--- src/rtl/reorder_buffer_pkg.sv ---
// Shared ROB constants: index width default and entry-kind encodings.
package reorder_buffer_pkg;
    localparam int ROB_W_DEF = 4;

    localparam logic [1:0] KIND_REG  = 2'd0;
    localparam logic [1:0] KIND_BR   = 2'd1;
    localparam logic [1:0] KIND_ST   = 2'd2;
    localparam logic [1:0] KIND_JALR = 2'd3;
endpackage

--- src/rtl/reorder_buffer.sv ---
// Circular reorder buffer: in-order allocate/retire, result capture from RS and LSB,
// operand lookup with writeback bypass, and mispredict flush with fetch redirect.
module reorder_buffer
    import reorder_buffer_pkg::*;
#(
    parameter int ROB_W = ROB_W_DEF
) (
    input  logic             clk_in,
    input  logic             rst_n_in,
    input  logic             rdy_in,
    input  logic             dc_valid,
    input  logic [1:0]       dc_kind,
    input  logic [4:0]       dc_rd,
    input  logic [31:0]      dc_pc,
    input  logic             dc_pred_taken,
    input  logic [31:0]      dc_alt_pc,
    output logic [ROB_W-1:0] rob_tail_id,
    output logic             rob_full,
    input  logic [ROB_W-1:0] q1_id,
    input  logic [ROB_W-1:0] q2_id,
    output logic             q1_ready,
    output logic             q2_ready,
    output logic [31:0]      q1_val,
    output logic [31:0]      q2_val,
    input  logic             rs_has_output,
    input  logic [ROB_W-1:0] rs_rob_id,
    input  logic [31:0]      rs_output,
    input  logic             lsb_valid,
    input  logic [ROB_W-1:0] lsb_rob_id,
    input  logic [31:0]      lsb_res,
    output logic             cm_valid,
    output logic [ROB_W-1:0] cm_rob_id,
    output logic [4:0]       cm_rd,
    output logic [31:0]      cm_val,
    output logic             cm_store,
    output logic             rob_clear,
    output logic [31:0]      clear_pc
);
    localparam int DEPTH = 1 << ROB_W;
    localparam logic [ROB_W:0] CNT_MAX  = (ROB_W+1)'(DEPTH);
    localparam logic [ROB_W:0] CNT_FULL = (ROB_W+1)'(DEPTH - 1);

    logic [ROB_W-1:0]             r_head, r_tail;
    logic [ROB_W:0]               r_count;
    logic [DEPTH-1:0]             r_busy, r_ready, r_pred;
    logic [DEPTH-1:0][1:0]        r_kind;
    logic [DEPTH-1:0][4:0]        r_rd;
    logic [DEPTH-1:0][31:0]       r_alt, r_val;
    logic                         r_full, r_clear;
    logic [31:0]                  r_clear_pc;
    logic                         r_cm_valid, r_cm_store;
    logic [ROB_W-1:0]             r_cm_rob_id;
    logic [4:0]                   r_cm_rd;
    logic [31:0]                  r_cm_val;

    logic             w_alloc, w_commit, w_mispredict;
    logic [1:0]       w_head_kind;
    logic [ROB_W:0]   w_nx_count;
    logic             w_unused_pc;

    // PC is carried for trace purposes only; nothing in this block consumes it.
    assign w_unused_pc  = ^dc_pc;

    assign w_head_kind  = r_kind[r_head];
    assign w_alloc      = dc_valid & ~r_clear;
    assign w_commit     = ~r_clear & r_busy[r_head] & r_ready[r_head];
    assign w_mispredict = w_commit && (w_head_kind == KIND_BR) &&
                          (r_val[r_head][0] != r_pred[r_head]);
    assign w_nx_count   = r_count + (ROB_W+1)'(w_alloc) - (ROB_W+1)'(w_commit);

    // Lookup priority: stored value, then RS bypass, then LSB bypass.
    always_comb begin
        q1_ready = r_ready[q1_id] | (rs_has_output && rs_rob_id == q1_id) |
                   (lsb_valid && lsb_rob_id == q1_id);
        if (r_ready[q1_id])                          q1_val = r_val[q1_id];
        else if (rs_has_output && rs_rob_id == q1_id) q1_val = rs_output;
        else if (lsb_valid && lsb_rob_id == q1_id)    q1_val = lsb_res;
        else                                          q1_val = '0;

        q2_ready = r_ready[q2_id] | (rs_has_output && rs_rob_id == q2_id) |
                   (lsb_valid && lsb_rob_id == q2_id);
        if (r_ready[q2_id])                          q2_val = r_val[q2_id];
        else if (rs_has_output && rs_rob_id == q2_id) q2_val = rs_output;
        else if (lsb_valid && lsb_rob_id == q2_id)    q2_val = lsb_res;
        else                                          q2_val = '0;
    end

    always_ff @(posedge clk_in or negedge rst_n_in) begin
        if (!rst_n_in) begin
            r_head      <= '0;
            r_tail      <= '0;
            r_count     <= '0;
            r_busy      <= '0;
            r_ready     <= '0;
            r_pred      <= '0;
            r_kind      <= '0;
            r_rd        <= '0;
            r_alt       <= '0;
            r_val       <= '0;
            r_full      <= 1'b0;
            r_clear     <= 1'b0;
            r_clear_pc  <= '0;
            r_cm_valid  <= 1'b0;
            r_cm_store  <= 1'b0;
            r_cm_rob_id <= '0;
            r_cm_rd     <= '0;
            r_cm_val    <= '0;
        end else if (rdy_in) begin
            if (r_clear) begin
                r_busy     <= '0;
                r_head     <= '0;
                r_tail     <= '0;
                r_count    <= '0;
                r_full     <= 1'b0;
                r_clear    <= 1'b0;
                r_cm_valid <= 1'b0;
                r_cm_store <= 1'b0;
            end else begin
                r_cm_valid <= w_commit;
                r_cm_store <= w_commit && (w_head_kind == KIND_ST);
                r_clear    <= w_mispredict;
                if (w_commit) begin
                    r_cm_rob_id    <= r_head;
                    r_cm_rd        <= (w_head_kind == KIND_REG || w_head_kind == KIND_JALR) ?
                                      r_rd[r_head] : 5'd0;
                    r_cm_val       <= r_val[r_head];
                    r_busy[r_head] <= 1'b0;
                    r_head         <= r_head + ROB_W'(1);
                end
                if (w_mispredict)
                    r_clear_pc <= r_alt[r_head];
                // LSB is written after RS so it wins on a shared id.
                if (rs_has_output) begin
                    r_ready[rs_rob_id] <= 1'b1;
                    r_val[rs_rob_id]   <= rs_output;
                end
                if (lsb_valid) begin
                    r_ready[lsb_rob_id] <= 1'b1;
                    if (r_kind[lsb_rob_id] != KIND_ST)
                        r_val[lsb_rob_id] <= lsb_res;
                end
                if (w_alloc) begin
                    r_busy[r_tail]  <= 1'b1;
                    r_ready[r_tail] <= 1'b0;
                    r_kind[r_tail]  <= dc_kind;
                    r_rd[r_tail]    <= dc_rd;
                    r_pred[r_tail]  <= dc_pred_taken;
                    r_alt[r_tail]   <= dc_alt_pc;
                    r_tail          <= r_tail + ROB_W'(1);
                end
                r_count <= w_nx_count;
                r_full  <= (w_nx_count >= CNT_FULL);
            end
        end
    end

    always_ff @(posedge clk_in) begin
        if (rst_n_in && rdy_in && dc_valid && !r_clear)
            assert (r_count != CNT_MAX);
    end

    assign rob_tail_id = r_tail;
    assign rob_full    = r_full;
    assign cm_valid    = r_cm_valid;
    assign cm_rob_id   = r_cm_rob_id;
    assign cm_rd       = r_cm_rd;
    assign cm_val      = r_cm_val;
    assign cm_store    = r_cm_store;
    assign rob_clear   = r_clear;
    assign clear_pc    = r_clear_pc;
endmodule

--- config.mk ---
export PLATFORM = sky130hd
export DESIGN_NAME = reorder_buffer
export DESIGN_NICKNAME = d
export VERILOG_FILES = /design/src/rtl/reorder_buffer_pkg.sv /design/src/rtl/reorder_buffer.sv
export SDC_FILE = /design/constraint.sdc
export NUM_CORES = 2
export LEC_CHECK = 0
export CAP_MARGIN = 20
export CORE_UTILIZATION = 40
export CTS_CLUSTER_DIAMETER = 40
export DETAILED_ROUTE_END_ITERATION = 10
export MAX_ROUTING_LAYER = met4
export PLACE_DENSITY = 0.56
export RECOVER_POWER = 25
export SYNTH_ARGS = -nofsm -noshare
export SYNTH_HDL_FRONTEND = slang
export SYNTH_SLANG_ARGS = --single-unit
--- constraint.sdc ---
create_clock -name clk_in -period 3.4 [get_ports clk_in]
set_input_delay 0.34 -clock clk_in [delete_from_list [all_inputs] [get_ports clk_in]]
set_output_delay 0.34 -clock clk_in [all_outputs]
set_load 0.01 [all_outputs]
Word-level counts from Yosys, hierarchy flattened --
Cells that the tools add are included. Widths: inputs -> output; s select.
Cells by class: magnitude comparators 11, bitwise operators 15, reduce and logical (&&, ||, !) cells 21, add/subtract/negate cells 4, muxes and demuxes 81, equal/unequal tests 9
Operators by type and width (count):
- $mux 512 | 5
- $bwmux 512 | 3
- $bmux 32 s4 | 4
- $mux 32 | 13
- $demux 32 s4 | 3
- $mux 16 | 12
- $bwmux 80 | 1
- $or 16x16->16 | 3
- $and 16x16->16 | 2
- $bwmux 32 | 1
- $not 16->16 | 2
- $lt 4x5->1 const B | 6
- $bmux 1 s4 | 5
- $bmux 5 s4 | 1
- $demux 5 s4 | 1
- $mux 5 | 4
- $bmux 2 s4 | 2
- $bwmux 16 | 1
- $demux 1 s4 | 4
- $eq 4x4->1 | 4
- $ge 4x1->1 const B | 4
- $mux 4 | 4
- $mux 1 | 13
- $logic_and 1x1->1 | 11
- other kinds (18) | 32
Word-level totals: output and inout port bits 147, logic and storage cells 219, register bits after elaboration 1274, input bits 158

Logic depth before layout (Yosys ltp) --
word-level depth 14, gate-level depth with buffers 18, gate-level depth less buffers 17

Worst setup path after synthesis --
OpenSTA, ideal clock, no wires.
kind reg2reg, start point register r_head[3], end point register r_full, in the netlist rob_full, buffers on the path 3, setup time 126 ps, cell stages (with the launch flop) 18, period minus slack after synthesis 3472 ps, arrival time 3346 ps, path slack -72 ps, data required time 3274 ps, cell sequence dfrtp_1 -> buf_1 -> buf_1 -> clkbuf_1 -> o21ai_0 -> o21ai_0 -> nor2_1 -> ha_1 -> inv_1 -> ha_1 -> inv_1 -> fa_1 -> inv_1 -> a21o_1 -> a21oi_1 -> xnor2_1 -> xnor2_1 -> a221o_1
On the way: word-level cells in the longest chain between the ends 7, elaborated cells on any way between the ends 9, those cells by class add/sub (1); order compare (1); mux (5); bitwise (2)
RTL lines:
- start, declared | RTL line reorder_buffer.sv:43 | logic [ROB_W-1:0] r_head, r_tail;
- start signal, assigned | RTL line reorder_buffer.sv:128 | r_head <= r_head + ROB_W'(1);
- $bmux 1 s4 | RTL line reorder_buffer.sv:66 | assign w_commit = ~r_clear & r_busy[r_head] & r_ready[r_head];
- $mux 1 (implied by the code) | RTL line reorder_buffer.sv:66
- $and 1x1->1 | RTL line reorder_buffer.sv:66
- $and 1x1->1 * | RTL line reorder_buffer.sv:66
- $sub 5x1->5 * | RTL line reorder_buffer.sv:69 | assign w_nx_count = r_count + (ROB_W+1)'(w_alloc) - (ROB_W+1)'(w_commit);
- $ge 5x4->1 * | RTL line reorder_buffer.sv:152 | r_full <= (w_nx_count >= CNT_FULL);
- $mux 1 * | RTL line reorder_buffer.sv:109 | if (r_clear) begin
- end signal, assigned | RTL line reorder_buffer.sv:152
- end, declared | RTL line reorder_buffer.sv:49 | logic r_full, r_clear;
Mark *: on every way between the ends. The rest lies on a longest branch, timed or not. The select of a mux whose other input is x is not followed. A chain may end at the register's enable or synchronous reset.

Worst setup path in the final report --
start point register r_ready[3], end point output port q1_val[24]
On the way: word-level cells in the longest chain between the ends 3
RTL lines:
- start, declared | RTL line reorder_buffer.sv:45 | logic [DEPTH-1:0] r_busy, r_ready, r_pred;
- start signal, assigned | RTL line reorder_buffer.sv:94 | r_ready <= '0;
- start signal, assigned by index | RTL line reorder_buffer.sv:134 | r_ready[rs_rob_id] <= 1'b1;
- start signal, assigned by index | RTL line reorder_buffer.sv:138 | r_ready[lsb_rob_id] <= 1'b1;
- $bmux 1 s4 | RTL line reorder_buffer.sv:75 | if (r_ready[q1_id]) q1_val = r_val[q1_id];
- $mux 1 (implied by the code) | RTL line reorder_buffer.sv:75
- $mux 32 | RTL line reorder_buffer.sv:75
- end, declared | RTL line reorder_buffer.sv:23 | output logic [31:0] q1_val,
Every way passes these cells. The select of a mux whose other input is x is not followed.

==> impl_metrics.toml <==
[status]
status = "complete, but fails checks"
failed_checks = "max-capacitance violations, max-slew violations, negative setup slack"

[synth]
synth_edf_count = 0
syn_nets = 5336
ys_types = 57
seq_area_frac_synth_pct = 45.0
yosysWarnings = 0
synth.avg_cell_area_um2 = 13.7
postSynthCellCount = 5162
async_flop_share_pct = 100
synthFlopType = "dfrtp_1"
syn_area_um2 = 70900
ys_seq_elements = 1274

[worst_setup_path]
start_kind = "flip-flop"
critPathArrivalTime_ns = 3.29
r2r_setup_slack_ns = 0.03
critPathMaxFanout = 8
required_ns = 3.06
crit_path_end_kind = "output pin"
reg2reg_depth = 17
path_class = "reg2out"

[floorplanning]
rows = 154
die_x_um = 423
fp.dieH_um = 423
pin_count = 305
initial_core_util_pct = 40.3
core_region_area_um2 = 176000
dieArea_um2 = 179000

[cts]
cts_tree = "yes"
cts_sinks = 1274
cts_max_level = 4
cts_made_buffers = 216
clk_path_buf_depth = 3
clk-insertion-delay-late_ns = 0.86
path_clk_slew_ns = 0.05
cts_root_buf = "clkbuf_16"

[detailed_routing]
vias_per_cell = 6.71
dr.first_iter.drc_count = 6396
antenna_left = 0
drt_first_pass_iters = 8
vias = 53400
wl_um = 269000
wl_per_cell_um = 33.8
drc = 0

[global_routing]
grt_max_degree = 139
met1_usage_pct = 38.7
grt_antenna_before_repair = 23
top_usage_layer = "met2"
grt_use_met2_pct = 46.8
globalRouteMet3Util_pct = 6.87
grt_usage_pct = 30.7
grt_pass1_wl_um = 392000
grt_pass1_vias = 54200
overflow = 0

[timing]
fin_crit_ns = 3.63
slew-limit-headroom_pct = -44.3
finClkSkew_ns = 0.0230
holdWs_ns = 0.410
hold_viol = 0
fin_crit_sh_pct = 107
finalSetupTns_ns = -12.24
final_max_slew_viol_count = 162
fmax_mhz = 275
rsz0062_at_grt = "yes"
worstMarginPinSlew_ns = 2.16
setup_violations = 66
fin_ws_ns = -0.233

[layout]
layout-drive-gt1-share_pct = 52.0
syn_to_final_growth_pct = 23.8
finalNetCount = 5583
fin_cells = 7949

[flow_run]
cap_violations = 2

[pwr]
leakage_uw = 0.0350
peakVddDrop_uv = 574
p_per_area_nw_per_um2 = 928

[placement]
place.gp.congestion = 0.900
place_inst = 7500
port_buffers = 272
dp_hpwl_um = 158000
pre_cts_ws_ns = -0.317

[min_path]
worstHoldPathType = "in2reg"
hold-path-cell-count = 3
==> cell usage after synthesis, types with 4 or more instances <==
cell      number  area (µm²)
buf_1        137         514
nor4_1         6        37.5
or3_1         34         213
ha_1          15         188
a21oi_2       10        87.6
o221a_1       64         721
buf_4         51         383
nor2b_1        9        56.3
nand2_1      114         428
mux2_1        19         214
a31oi_1        6        37.5
mux2_4        10         150
dfrtp_1     1274       31900
o221a_2      448        5040
nand3_1      541        2710
buf_2        170         851
nor3_1        21         105
a22oi_1        5        37.5
inv_1         18        67.6
a221oi_1      64         561
nand2b_1       8        50.1
clkbuf_1     295        1110
o21ai_0       90         450
mux2i_1       67         671
a21o_1         9        67.6
xnor2_1        7        61.3
a21oi_1      119         596
mux2_2       740        8330
nor2_1       104         390
xor2_1        14         123
o211ai_1       4        30.0
o21a_1         9        67.6
mux4_2       634       14300
o21ai_2        9        78.8
==> cell type report <==
cell class | count | area (µm²)
Multi-Input combinational cell | 3213 | 37600
Clock buffer | 253 | 5790
Sequential cell | 1274 | 31900
Fill cell | 15000 | 88400
Clock inverter | 154 | 2130
Tap cell | 2340 | 2930
Timing Repair Buffer | 683 | 7280
Antenna cell | 11 | 27.5
Inverter | 21 | 86.3
==> cell families after synthesis <==
group,Yosys count,share of synthesized area (%)
AO/OA/AOI/OAI,854,11.2
adder cells (fa/ha/maj),16,0.293
flip-flops,1274,45.0
buffers and inverters,675,4.15
XOR/XNOR,21,0.259
multiplexers,1470,33.4
AND/OR/NAND/NOR,852,5.80
==> per-stage QoR <==
stage	total power (µW)	cell area, µm²	util, %
floorplan	45700	70900	-
global placement	55300	78600	44.6
detailed placement	56000	78600	44.6
CTS	81000	87300	49.6
global route	84900	87700	49.8
finish	81400	87700	49.8
==> registers in the layout, indices dropped and copies added, names as in the netlist, 16 cells and up <==
name / flops
clear_pc: 32
cm_val: 32
r_alt: 512
r_busy: 16
r_kind: 32
r_pred: 16
r_rd: 80
r_ready: 16
r_val: 512
==> power breakdown <==
part	internal, µW	switching, µW	leakage [µW]	total, µW
Clock	15200	8450	0.00381	23600
Sequential	21600	5170	0.0156	26800
Combinational	18200	12800	0.0156	31000
Total	55000	26400	0.0350	81400
==> worst max-delay path, stage by stage, from the launching register on <==
cell and delay, ns:
dfrtp_1 0.38, buf_6 0.12, mux4_2 0.46, mux4_4 0.63, buf_12 0.20, buf_12 0.18
buf_16 0.16, a21oi_2 0.13, buf_2 0.15
==> final timing paths <==
check                             start             end
max in group asynchronous      rst_n_in      r_alt[319]
max                          r_ready[3]      q1_val[24]
min in group asynchronous      rst_n_in      r_val[145]
min reg2reg                clear_pc[29]    clear_pc[29]
min                              rdy_in  rob_tail_id[0]
max reg2reg                   r_head[1]      r_count[4]
==> cells in the final DEF (no fill, tap or decap), types with 13 or more instances in the layout <==
| cell type | Yosys | layout |
|---|---|---|
| a21oi_1 | 119 | 68 |
| a21oi_4 | 0 | 18 |
| o21ai_4 | 0 | 16 |
| clkinvlp_4 | 0 | 25 |
| buf_16 | 0 | 14 |
| nor2_1 | 104 | 93 |
| o21ai_0 | 90 | 81 |
| clkinv_4 | 0 | 31 |
| ha_1 | 15 | 14 |
| o221a_1 | 64 | 64 |
| clkbuf_16 | 0 | 220 |
| bufinv_16 | 0 | 38 |
| mux4_2 | 634 | 632 |
| dfrtp_1 | 1274 | 1270 |
| or3_1 | 34 | 33 |
| xor2_1 | 14 | 14 |
| clkbuf_1 | 295 | 18 |
| a221oi_4 | 0 | 31 |
| buf_2 | 170 | 63 |
| clkinv_2 | 0 | 27 |
| nand2_1 | 114 | 99 |
| buf_6 | 1 | 23 |
| a221oi_2 | 0 | 33 |
| mux2_2 | 740 | 740 |
| o221a_2 | 448 | 448 |
| a21oi_2 | 10 | 43 |
| nand3_1 | 541 | 541 |
| clkdlybuf4s50_1 | 0 | 197 |
| mux2_1 | 19 | 19 |
| buf_12 | 0 | 111 |
| inv_1 | 18 | 15 |
| mux2i_1 | 67 | 66 |
| buf_4 | 51 | 253 |
| clkbuf_8 | 0 | 23 |
| inv_6 | 0 | 22 |
| nand2_4 | 0 | 14 |
| nor3_1 | 21 | 13 |
==> layer usage <==
layer | vias up | wire (µm)
met2 | 3104 | 126000
met5 | - | 0
met1 | 28200 | 105000
li1 | 21200 | -
met3 | 816 | 23900
met4 | 0 | 14200
==> repair_timing <==
action | in CTS | in global routing
endpoints found under the setup margin | 103 | 94
buffers inserted | 11 | 6
pin swaps | 11 | 9
hold buffers | 1 | 0
gates cloned | 12 | 2
resized for setup | 419 | 53
hold endpoints to repair | 662 | 0
Note: power is estimated with default switching activity, not from simulation.
